## src/rtl/riscv_pkg.sv

```systemverilog
// ---------------------------------------------------------------------------
// riscv_pkg
// Shared RV32I core constants and the register-dump state type.
//   REG_ADDR_W : register file address width (x0..x31)
//   XLEN       : register width
//   regdump_state_e : state encoding used by regfile_dump. CSUM is only
//                     reachable when REGDUMP_CHECKSUM_EN is defined.
// ---------------------------------------------------------------------------
package riscv_pkg;

  localparam int REG_ADDR_W = 5;
  localparam int XLEN       = 32;

  typedef enum logic [1:0] {
    IDLE,
    SCAN,
    DRAIN,
    CSUM
  } regdump_state_e;

endpackage

```

## src/rtl/regdump_outreg.sv

```systemverilog
// ---------------------------------------------------------------------------
// regdump_outreg
// Single-entry valid/ready output register. A stream source asserts i_load
// only when o_can_load is high; the entry is then overwritten with i_payload
// and becomes valid. An accepted entry with no replacement empties the
// register and clears its payload, so stale sideband bits (such as a "last"
// flag) never linger on the bus.
// Ports:
//   i_clk, i_reset  : clock, synchronous active-high reset
//   i_load          : write i_payload into the register this cycle
//   i_payload [W]   : data to load
//   i_ready         : consumer accepts the current entry
//   o_valid         : register holds a beat
//   o_payload [W]   : registered beat contents
//   o_can_load      : register is empty or being drained this cycle
// ---------------------------------------------------------------------------
module regdump_outreg #(
  parameter int W = 1
) (
  input  logic         i_clk,
  input  logic         i_reset,
  input  logic         i_load,
  input  logic [W-1:0] i_payload,
  input  logic         i_ready,
  output logic         o_valid,
  output logic [W-1:0] o_payload,
  output logic         o_can_load
);

  logic         valid_q, valid_d;
  logic [W-1:0] payload_q, payload_d;

  // A new beat may replace the current one in the same cycle it is accepted,
  // which is what allows back-to-back beats with ready held high.
  assign o_can_load = !valid_q || i_ready;

  always_comb begin
    valid_d   = valid_q;
    payload_d = payload_q;
    if (i_load) begin
      valid_d   = 1'b1;
      payload_d = i_payload;
    end else if (valid_q && i_ready) begin
      valid_d   = 1'b0;
      payload_d = '0;
    end
  end

  always_ff @(posedge i_clk) begin
    if (i_reset) begin
      valid_q   <= 1'b0;
      payload_q <= '0;
    end else begin
      valid_q   <= valid_d;
      payload_q <= payload_d;
    end
  end

  assign o_valid   = valid_q;
  assign o_payload = payload_q;

endmodule

```

## src/rtl/regfile_dump.sv

```systemverilog
// ---------------------------------------------------------------------------
// regfile_dump
// Debug read-out engine for the RV32I register file. A start pulse in IDLE
// walks a spare combinational regfile read port from FIRST_REG to LAST_REG
// and streams each value out over a valid/ready interface that may be
// backpressured. Each beat captures the regfile value in the cycle it is
// loaded into the output register.
// Optional feature (macro REGDUMP_CHECKSUM_EN): a running XOR of the dumped
// words is sent as one extra beat (idx 0, last 1) after the final register.
// Ports:
//   i_clk, i_reset          : clock, synchronous active-high reset
//   i_start                 : start request, only honoured in IDLE
//   o_busy                  : engine is not idle
//   o_done                  : one-cycle pulse after the final beat is taken
//   o_rs_addr [ADDR_W]      : registered regfile read address
//   i_rs_data [DATA_W]      : regfile data for o_rs_addr, same cycle
//   o_dump_valid/i_dump_ready : output handshake
//   o_dump_data [DATA_W]    : beat payload
//   o_dump_idx  [ADDR_W]    : register index of the beat
//   o_dump_last             : final beat of the dump
// ---------------------------------------------------------------------------
module regfile_dump
  import riscv_pkg::*;
#(
  parameter int DATA_W    = XLEN,
  parameter int ADDR_W    = REG_ADDR_W,
  parameter int FIRST_REG = 0,
  parameter int LAST_REG  = 31
) (
  input  logic              i_clk,
  input  logic              i_reset,
  input  logic              i_start,
  output logic              o_busy,
  output logic              o_done,
  output logic [ADDR_W-1:0] o_rs_addr,
  input  logic [DATA_W-1:0] i_rs_data,
  output logic              o_dump_valid,
  input  logic              i_dump_ready,
  output logic [DATA_W-1:0] o_dump_data,
  output logic [ADDR_W-1:0] o_dump_idx,
  output logic              o_dump_last
);

  localparam int PW = DATA_W + ADDR_W + 1;

  regdump_state_e    state_q, state_d;
  logic [ADDR_W-1:0] rs_addr_q, rs_addr_d;
  logic              done_q, done_d;
`ifdef REGDUMP_CHECKSUM_EN
  logic [DATA_W-1:0] csum_q, csum_d;
`endif

  logic              load;
  logic              beat_last;
  logic              can_load;
  logic [PW-1:0]     load_payload;
  logic [PW-1:0]     out_payload;
  logic              at_last;

  assign at_last = (rs_addr_q == ADDR_W'(LAST_REG));

  // Next-state logic. The scan advances only when the output register can
  // take a beat, so o_rs_addr freezes under backpressure and the read port
  // always points at the register that will be captured next.
  always_comb begin
    state_d      = state_q;
    rs_addr_d    = rs_addr_q;
    done_d       = 1'b0;
    load         = 1'b0;
    beat_last    = 1'b0;
    load_payload = '0;
`ifdef REGDUMP_CHECKSUM_EN
    csum_d       = csum_q;
`endif
    case (state_q)
      IDLE: begin
        if (i_start) begin
          state_d   = SCAN;
          rs_addr_d = ADDR_W'(FIRST_REG);
`ifdef REGDUMP_CHECKSUM_EN
          csum_d    = '0;
`endif
        end
      end
      SCAN: begin
        if (can_load) begin
          load = 1'b1;
`ifdef REGDUMP_CHECKSUM_EN
          beat_last = 1'b0;
          csum_d    = csum_q ^ i_rs_data;
`else
          beat_last = at_last;
`endif
          load_payload = {i_rs_data, rs_addr_q, beat_last};
          if (at_last) begin
`ifdef REGDUMP_CHECKSUM_EN
            state_d = CSUM;
`else
            state_d = DRAIN;
`endif
          end else begin
            rs_addr_d = rs_addr_q + ADDR_W'(1);
          end
        end
      end
`ifdef REGDUMP_CHECKSUM_EN
      CSUM: begin
        // The checksum already includes the final register, folded in when
        // that beat was loaded.
        if (can_load) begin
          load         = 1'b1;
          load_payload = {csum_q, {ADDR_W{1'b0}}, 1'b1};
          state_d      = DRAIN;
        end
      end
`endif
      DRAIN: begin
        if (o_dump_valid && i_dump_ready) begin
          state_d = IDLE;
          done_d  = 1'b1;
        end
      end
      default: state_d = IDLE;
    endcase
  end

  // State registers. Reset aborts a dump outright; any beat in flight is
  // discarded by the output register's own reset.
  always_ff @(posedge i_clk) begin
    if (i_reset) begin
      state_q   <= IDLE;
      rs_addr_q <= '0;
      done_q    <= 1'b0;
`ifdef REGDUMP_CHECKSUM_EN
      csum_q    <= '0;
`endif
    end else begin
      state_q   <= state_d;
      rs_addr_q <= rs_addr_d;
      done_q    <= done_d;
`ifdef REGDUMP_CHECKSUM_EN
      csum_q    <= csum_d;
`endif
    end
  end

  regdump_outreg #(
    .W(PW)
  ) u_outreg (
    .i_clk      (i_clk),
    .i_reset    (i_reset),
    .i_load     (load),
    .i_payload  (load_payload),
    .i_ready    (i_dump_ready),
    .o_valid    (o_dump_valid),
    .o_payload  (out_payload),
    .o_can_load (can_load)
  );

  assign {o_dump_data, o_dump_idx, o_dump_last} = out_payload;
  assign o_busy    = (state_q != IDLE);
  assign o_done    = done_q;
  assign o_rs_addr = rs_addr_q;

endmodule

```

## config.mk

```make
export PLATFORM = sky130hd
export DESIGN_NAME = regfile_dump
export DESIGN_NICKNAME = d
export VERILOG_FILES = /design/src/rtl/riscv_pkg.sv /design/src/rtl/regdump_outreg.sv /design/src/rtl/regfile_dump.sv
export SDC_FILE = /design/constraint.sdc
export NUM_CORES = 1
export LEC_CHECK = 0
export BUFFER_PORTS_ARGS = -buffer_cell sky130_fd_sc_hd__buf_2
export CAP_MARGIN = 20
export CORE_UTILIZATION = 48
export CTS_CLUSTER_DIAMETER = 150
export CTS_CLUSTER_SIZE = 14
export DETAILED_ROUTE_END_ITERATION = 16
export GPL_TIMING_DRIVEN = 0
export HOLD_SLACK_MARGIN = 0.12
export PLACE_DENSITY = 0.83
export SETUP_SLACK_MARGIN = 0.2
export SYNTH_ARGS = -nofsm -noshare
export SYNTH_HDL_FRONTEND = slang
export SYNTH_SLANG_ARGS = --single-unit
export TNS_END_PERCENT = 10
```

## constraint.sdc

```tcl
create_clock -name i_clk -period 4 [get_ports i_clk]
set_input_delay 0.6 -clock i_clk [delete_from_list [all_inputs] [get_ports i_clk]]
set_output_delay 0.6 -clock i_clk [all_outputs]
set_load 0.03 [all_outputs]
```

== Word-level counts from Yosys, hierarchy flattened ==
Cells that the tools add are included.

* Logic and storage cells: 43
* Output and inout port bits: 46
* Bits in registers: 47

* Reduce and logical (&&, ||, !) cells: 10
* Bitwise gates (word level): 1
* Add/sub/neg operators: 1
* Equal/unequal tests: 8
* Multiplexer cells: 18

{| class="wikitable"
|+ Operator list
! kind !! number
|-
| 38-bit two-way mux || 4
|-
| 5-bit two-way mux || 3
|-
| 2-bit != test, second input constant || 5
|-
| 5-bit one-hot mux with 2 select lines || 1
|-
| 2-bit two-way mux || 4
|-
| 4-bit AND reduction || 2
|-
| 2-bit one-hot mux with 3 select lines || 1
|-
| 2-bit nonzero test || 3
|-
| 5-bit by 1-bit adder with 5-bit output, second input constant || 1
|-
| 5-bit equality test, second input constant || 1
|-
| 1-bit two-way mux || 5
|-
| 2-bit by 1-bit equality test with 1-bit output, second input constant || 1
|-
| 2-bit equality test, second input constant || 1
|-
| 2-bit logical NOT || 1
|-
| 2-bit OR reduction || 1
|-
| 1-bit logical AND || 1
|-
| 1-bit logical NOT || 1
|-
| 1-bit logical OR || 1
|-
| 1-bit NOT || 1
|}

== Longest topological paths before layout ==
Gate-level depths: netlist of run 1.

* Word-level depth: 5
* Mapped depth: 7

== Cells and area by module ==
Synthesis of run 1 repeated with hierarchy kept, for this count alone.

* Cell total of the unflattened synthesis: 258
* Area total of the unflattened synthesis: 2239.6 µm²

{| class="wikitable"
|+ By module, submodules not included
! module !! cells each !! area an instance (µm²) !! sequential area each (µm²) !! instances
|-
| regdump_outreg || 173 || 1557.7 || 780.7 || 1
|-
| regfile_dump || 85 || 681.9 || 160.2 || 1
|}

== Worst setup path after synthesis of run 1 ==
OpenSTA, ideal clock, no wires.

* Path kind: reg2reg
* From: register rs_addr_q[0], in the netlist o_rs_addr[0]
* To: register rs_addr_q[2], in the netlist o_rs_addr[2]
* Arrival: 1775 ps
* Path buffers: 0
* Setup slack: 2140 ps
* Library setup time: 86 ps
* Data required time: 3914 ps
* Cell stages (with the launch flop): 8
* Clock period less this slack: 1860 ps
* Cells stage by stage: dfxtp_1 > ha_1 > and3_1 > ha_1 > inv_1 > a31oi_1 > nor3_1 > a211oi_1

* Longest elaborated chain between the ends: 4
* Elaborated cells on any way between the ends: 7
* Classes of those cells: add/sub: 1; eq/ne: 2; mux: 3; reduce/logical: 1

{| class="wikitable"
|+ Ends and longest elaborated chain
! item !! line !! text
|-
| start: declaration || regfile_dump.sv:47 || <nowiki>logic [ADDR_W-1:0] rs_addr_q, rs_addr_d;</nowiki>
|-
| start signal: assignment || regfile_dump.sv:139 || <nowiki>rs_addr_q <= rs_addr_d;</nowiki>
|-
| 5-bit by 1-bit adder with 5-bit output || regfile_dump.sv:102 || <nowiki>rs_addr_d = rs_addr_q + ADDR_W'(1);</nowiki>
|-
| 5-bit two-way mux || regfile_dump.sv:95 || <nowiki>if (at_last) begin</nowiki>
|-
| 5-bit two-way mux || regfile_dump.sv:86 || <nowiki>if (can_load) begin</nowiki>
|-
| 5-bit one-hot mux with 2 select lines || regfile_dump.sv:75 || <nowiki>case (state_q)</nowiki>
|}

Parallel ways exist; a longest one is shown, timed or not. The select of a mux whose other input is x is not followed.
A chain may end at the register's enable or synchronous reset.

== Final worst setup path of run 1 ==
Same ends and word-level chain as after synthesis.

==> qor.csv, run 1 <==
metric,value,unit
Post-DP HPWL,2.684,mm
reg2reg end,o_rs_addr[2],
RSZ-0062 raised after global routing,false,
CP endpoint kind,flip-flop,
total gr overflow,0,
overall routing resource usage,20.60,%
RR Startpoint,o_rs_addr[0],
"most common cell after layout, fill and taps aside",buf_2,
Die ar.,0.003806,sq mm
Hold Path Stages,3,
outcome,finished clean,
Post-Syn Area per Cell,9.450,sq um
gpl congestion,0.7062,
FF/Latch Area,940.9,sq um
CTS tree,done,
Worst slew margin,70.68,%
initial core utilization,50.86,%
worst-path cell chain,ha_1 -> and3_1 -> ha_1 -> inv_1 -> a31oi_1 -> nor3_1 -> a211oi_1,
vias per inst,5.111,
Die W,61.70,microns
CTS Sinks,47,
Crit Path Class,flip-flop to flip-flop,
"top cells by area, synth","dfxtp_1 (55%), a22oi_1 (17%), nor2_1 (9.7%), a21oi_1 (1.8%), buf_2 (1.5%)",
Buf/Inv on CP,1,
CP most frequent cell,ha_1,
area grow syn2layout,30.50,%
Syn Nets,219,
Final Hold Viols,0,
initial antenna violation count,0,
Final nets,306,
final wirelength,3.691,mm
crit share post-route,47.44,%
Clock Tree Buf Depth,2,
"commonest cells after routing, fill and taps aside","buf_2 (85), dfxtp_1 (47), nor2_1 (44)",
post-cts gate resize count,0,
Syn Std Cell Area,0.001710,sq mm
port bufs,80,
Startpoint Class,flip-flop,
Pwr per Cell Area,408.4,mW/mm^2
Final setup viols,0,
placed cells,307,
Die Y,61.70,microns
Clock transition at path regs,130,ps
starting DRC count in detailed routing,78,
hold buffer count at cts,0,
Fin Hold WS,482.5,ps
setup TNS,0,ps
Setup Buffers After CTS,0,
Wirelength per Cell,11.72,microns
Finished Layout Cells,315,
cell taking the most area after synthesis,dfxtp_1,
largest net degree at the start of global routing,15,
Crit path largest cell delay,430,ps
FF-to-FF setup slack,2100,ps
global-route wire length before repair,5.740,mm
vias in the first global route,1338,
worst-skew pair later-pin latency,340,ps
Max Freq,0.5270,GHz
critical hold path startpoint,i_rs_data[18],
Seq cells post-synth,47,
TritonRoute pass-1 iters,5,
synth unique cells,25,
Pins Over Slew Limit,0,
worst reg2reg path depth,7,
number of routed nets with antenna violations,0,
Yosys top cell area share,55.01,%
cts bufs inserted,5,
root buf cell,clkbuf_4,
Worst EP arrival,2140,ps
number of max-cap violations,0,
num ports,82,
hold endpoint,u_outreg.o_payload[24],
DRC,0,
Pleak,1.070,nW
core area,0.003363,sq mm
Setup Skew,20.20,ps
multi-input logic area,684.4,sq um
"Slowest-stage cell, CP",dfxtp_1,
"Seq/Total Area, Yosys",55.01,%
min Tclk post-route,1898,ps
share of post-route cells with drive strength above 1,36.80,%
crit-path leading delay family,compound AO/OA/AOI/OAI gates,
Peak supply drop,0.2705,mV
CTS H-tree depth,2,
HP Class,input port to flip-flop,
total power,0.9116,mW
ant diodes,0,
# fillers,310,
"critical path fanouts, max",6,
yosys warns,0,
pin slew with the least headroom to its limit,439.7,ps
Post-Syn Instances,181,
Worst Path Required,4240,ps
row count,21,
Via Count,1610,
synth_stat cells:
cell       n
buf_4      2
a22oi_1   38
nor2b_1    3
mux2i_1    1
ha_1       2
o21ai_0    3
nor3_2     1
nand3_1    2
nand2b_1   2
nor2_1    44
buf_2      5
nand2_1    5
buf_6      2
a31oi_1    2
a211oi_1   2
nand2b_4   1
a21oi_1    6
o21a_1     1
nor3_1     3
nand3b_1   1
and3_1     1
clkbuf_1   5
inv_1      1
dfxtp_1   47
or2_2      1
how the worst max path moves through the flow:
| stage | cells past startpoint | from | slack (ps) | endpoint |
|---|---|---|---|---|
| 5_1_grt | 7 | o_rs_addr[0] | 1910 | o_rs_addr[2] |
| 6_report | 7 | o_rs_addr[0] | 2100 | o_rs_addr[2] |
| 3_3_place_gp | 7 | o_rs_addr[0] | 2140 | o_rs_addr[2] |
| 4_1_cts | 3 | state_q[1] | 2090 | o_busy |
| 2_1_floorplan | 7 | o_rs_addr[0] | 2140 | o_rs_addr[2] |
| 3_5_place_dp | 7 | o_rs_addr[0] | 2190 | o_rs_addr[2] |
kinds of logic (layout without fill, tap and decap cells):
group	after synthesis	in the layout	share of synthesized area, %
AND/OR/NAND/NOR	64	64	16.61
flip-flops	47	47	55.01
multiplexers	1	1	0.5852
adder cells (fa/ha/maj)	2	2	1.463
buffers and inverters	15	103	4.974
AO/OA/AOI/OAI	52	52	21.36
state kept, by name, indices dropped and copies added, names as in the netlist:
| name | count |
|---|---|
| u_outreg.o_payload | 38 |
| o_rs_addr | 5 |
| state_q | 2 |
| o_done | 1 |
| u_outreg.o_valid | 1 |
stage by stage:
stage | area [sq um] | setup slack [ps] | util (%)
6_report | 2232 | 2103 | 66.37
5_1_grt | 2232 | 1909 | 66.37
4_1_cts | 2232 | 2086 | 66.37
3_5_place_dp | 2168 | 2186 | 64.47
3_3_place_gp | 2168 | 2137 | 64.47
2_1_floorplan | 1710 | 2140 | -
final cells by class:
cell class	count	share of cell area (%)
repair buffers	80	17.94
flip-flops and latches	47	42.15
inverters	1	0.1682
clock inverters	1	0.3924
well taps	46	2.578
clock buffers	7	2.466
multi-input cells	119	30.66
plain buffers	14	3.643
where the power goes:
part	leakage [nW]	internal (mW)	switching (mW)
sequential	0.383	0.492	0.0150
clock	0.0355	0.0876	0.140
combinational	0.651	0.0636	0.113
total	1.07	0.643	0.269
per-layer routing:
metal | GRT usage [%] | routed length (microns) | part of all wire, %
met4 | 9.524 | 37 | 1.0
met2 | 33.49 | 1740 | 47
met1 | 25.39 | 1682 | 46
met3 | 5.797 | 231 | 6.3
met5 | 0 | 0 | 0
worst register-to-register path, delay by kind of cell (launching register included):
kind,cells,cell delay (ps)
compound gates,2,590
buf+inv,1,60
simple gates,2,260
fa+ha+maj,2,460
flops,1,430
Note: power is estimated with default switching activity, not from simulation.
==> inputs of run 2 (changes only) <==
--- a/config.mk
+++ b/config.mk
@@ -7,13 +7,13 @@
 export LEC_CHECK = 0
 export BUFFER_PORTS_ARGS = -buffer_cell sky130_fd_sc_hd__buf_2
 export CAP_MARGIN = 20
-export CORE_UTILIZATION = 48
+export CORE_UTILIZATION = 45
 export CTS_CLUSTER_DIAMETER = 150
 export CTS_CLUSTER_SIZE = 14
 export DETAILED_ROUTE_END_ITERATION = 16
 export GPL_TIMING_DRIVEN = 0
 export HOLD_SLACK_MARGIN = 0.12
-export PLACE_DENSITY = 0.83
+export PLACE_DENSITY = 0.78
 export SETUP_SLACK_MARGIN = 0.2
 export SYNTH_ARGS = -nofsm -noshare
 export SYNTH_HDL_FRONTEND = slang
==> constraint.sdc (replaced) <==
create_clock -name i_clk -period 1.95 [get_ports i_clk]
set_input_delay 0.2925 -clock i_clk [delete_from_list [all_inputs] [get_ports i_clk]]
set_output_delay 0.2925 -clock i_clk [all_outputs]
set_load 0.03 [all_outputs]
==> run 2 against run 1 <==
Net effect:
- final cell count is 0.95% higher
- wire length rose by 3.7%
- register-to-register slack worse by 1800 ps
- die area grew 6.4%
- cell area is 5.6% higher
- sequential share of layout area is 2.0 points lower
- global-route usage down 0.95 points
- clock power grew to 3.7 times the previous value
- combinational power rose by 110%
- first-iteration DRC count up 51%
- maximum frequency increased by 15%
==> qor.csv, run 2 (synthesis results as in run 1) <==
metric,value,unit
outcome,finished clean,
"critical path fanouts, max",6,
Worst EP arrival,1870,ps
worst-skew pair later-pin latency,300,ps
largest net degree at the start of global routing,17,
Crit Path Class,flip-flop to flip-flop,
Max Freq,0.6061,GHz
HP Class,input port to flip-flop,
share of post-route cells with drive strength above 1,38.89,%
overall routing resource usage,19.65,%
Worst slew margin,70.15,%
sequential share of power,45.9,%
Die Y,63.65,microns
setup TNS,0,ps
Fin Hold WS,219.2,ps
number of max-cap violations,0,
critical hold path startpoint,i_rs_data[22],
ant diodes,0,
Crit path largest cell delay,370,ps
root buf cell,clkbuf_8,
RSZ-0062 raised after global routing,false,
pin slew with the least headroom to its limit,447.7,ps
num ports,82,
Peak supply drop,0.7076,mV
TritonRoute pass-1 iters,4,
Die W,63.65,microns
max reg flops,38,
core area,0.003661,sq mm
number of routed nets with antenna violations,0,
Final Hold Viols,0,
final wirelength,3.828,mm
RR Startpoint,o_rs_addr[0],
"most common cell after layout, fill and taps aside",buf_2,
Pins Over Slew Limit,0,
Int Pwr,1.665,mW
area grow syn2layout,37.82,%
# fillers,350,
crit path from,o_rs_addr[0],
Pwr per Cell Area,961.2,mW/mm^2
vias in the first global route,1369,
gpl congestion,0.7777,
Wirelength per Cell,12.04,microns
hold buffer count at cts,0,
Setup Skew,7.961,ps
total gr overflow,0,
CTS H-tree depth,2,
Comb power frac,16.5,%
worst-path cell chain,ha_1 -> and3_1 -> ha_4 -> nor3_4 -> buf_4 -> nand2_1 -> a31oi_1,
CTS Sinks,47,
Clock Tree Buf Depth,2,
Pleak,1.110,nW
sw frac,26.52,%
global-route wire length before repair,6.182,mm
vias per inst,5.097,
initial antenna violation count,0,
initial core utilization,46.72,%
CTS tree,done,
crit share post-route,84.61,%
starting DRC count in detailed routing,118,
FF/Latch Area,945.9,sq um
"Slowest-stage cell, CP",dfxtp_4,
total power,2.266,mW
Final nets,307,
crit-path leading delay family,simple AND/OR/NAND/NOR gates,
Final setup viols,0,
min Tclk post-route,1650,ps
multi-input logic area,718.2,sq um
CP endpoint kind,flip-flop,
cts bufs inserted,5,
Psw,0.6009,mW
port bufs,80,
Worst Path Required,2170,ps
Clock power frac,37.6,%
Buf/Inv on CP,1,
Clock transition at path regs,90,ps
"commonest cells after routing, fill and taps aside","buf_2 (85), dfxtp_1 (45), nor2_1 (44)",
DRC,0,
Die ar.,0.004051,sq mm
row count,22,
Startpoint Class,flip-flop,
Post-DP HPWL,2.727,mm
Via Count,1621,
[run 2: power by group through the flow]
stage          clock [mW]  combinational [mW]  sequential (mW)
6_report            0.853               0.373             1.04
3_3_place_gp            0               0.361             1.06
2_1_floorplan           0               0.155             1.15
4_1_cts             0.880               0.370             1.04
5_1_grt             0.916               0.404             1.05
3_5_place_dp            0               0.366             1.06
[run 2: cell type report]
cell class | count | share of cell area (%)
buffer | 14 | 3.450
clock buffer | 5 | 2.919
clock inverter | 3 | 3.025
inverter | 1 | 0.1592
multi-input combinational | 119 | 30.47
sequential | 47 | 40.13
tap | 48 | 2.548
timing repair buffer | 81 | 17.30
[run 2: path summary, 6_finish.rpt]
path | to | slack (ps) | cells after the start
setup reg to reg | o_rs_addr[3] | 300 | 7
setup / recovery | o_rs_addr[3] | 300 | 7
hold / removal | u_outreg.o_payload[28] | 220 | 3
hold reg to reg | o_rs_addr[0] | 480 | 1
[run 2: stage by stage]
step	setup slack (ps)	instances	utilization [%]	instance area (sq um)
after floorplan	236.5	181	-	1713
after global routing	214.9	318	64.39	2357
after global placement	174.5	309	59.36	2173
after CTS	231.9	317	63.60	2328
after detailed placement	133.5	309	59.36	2173
final	300.1	318	64.39	2357
[run 2: per-layer routing]
| metal | part of all wire [%] | global-route usage, % | vias to the layer above | wire length [microns] |
|---|---|---|---|---|
| li1 | - | - | 818 | - |
| met1 | 45 | 24.55 | 733 | 1709 |
| met2 | 47 | 29.92 | 64 | 1794 |
| met3 | 6.7 | 6.884 | 6 | 256 |
| met4 | 1.8 | 9.375 | 0 | 68 |
| met5 | 0 | 0 | - | 0 |
[run 2: worst register-to-register path, delay by kind of cell (launching register included)]
family,cells,cell delay [ps]
AND/OR/NAND/NOR,3,480
adder cells (fa/ha/maj),2,410
flip-flops,1,370
AO/OA/AOI/OAI,1,160
buffers and inverters,1,150
[run 2: repair_timing]
item,in CTS,in global routing
setup endpoints to repair,5,5
pin swaps,0,2
endpoints found under the hold margin,0,0
setup buffers,0,1
cloned,0,0
gates resized for setup,3,3
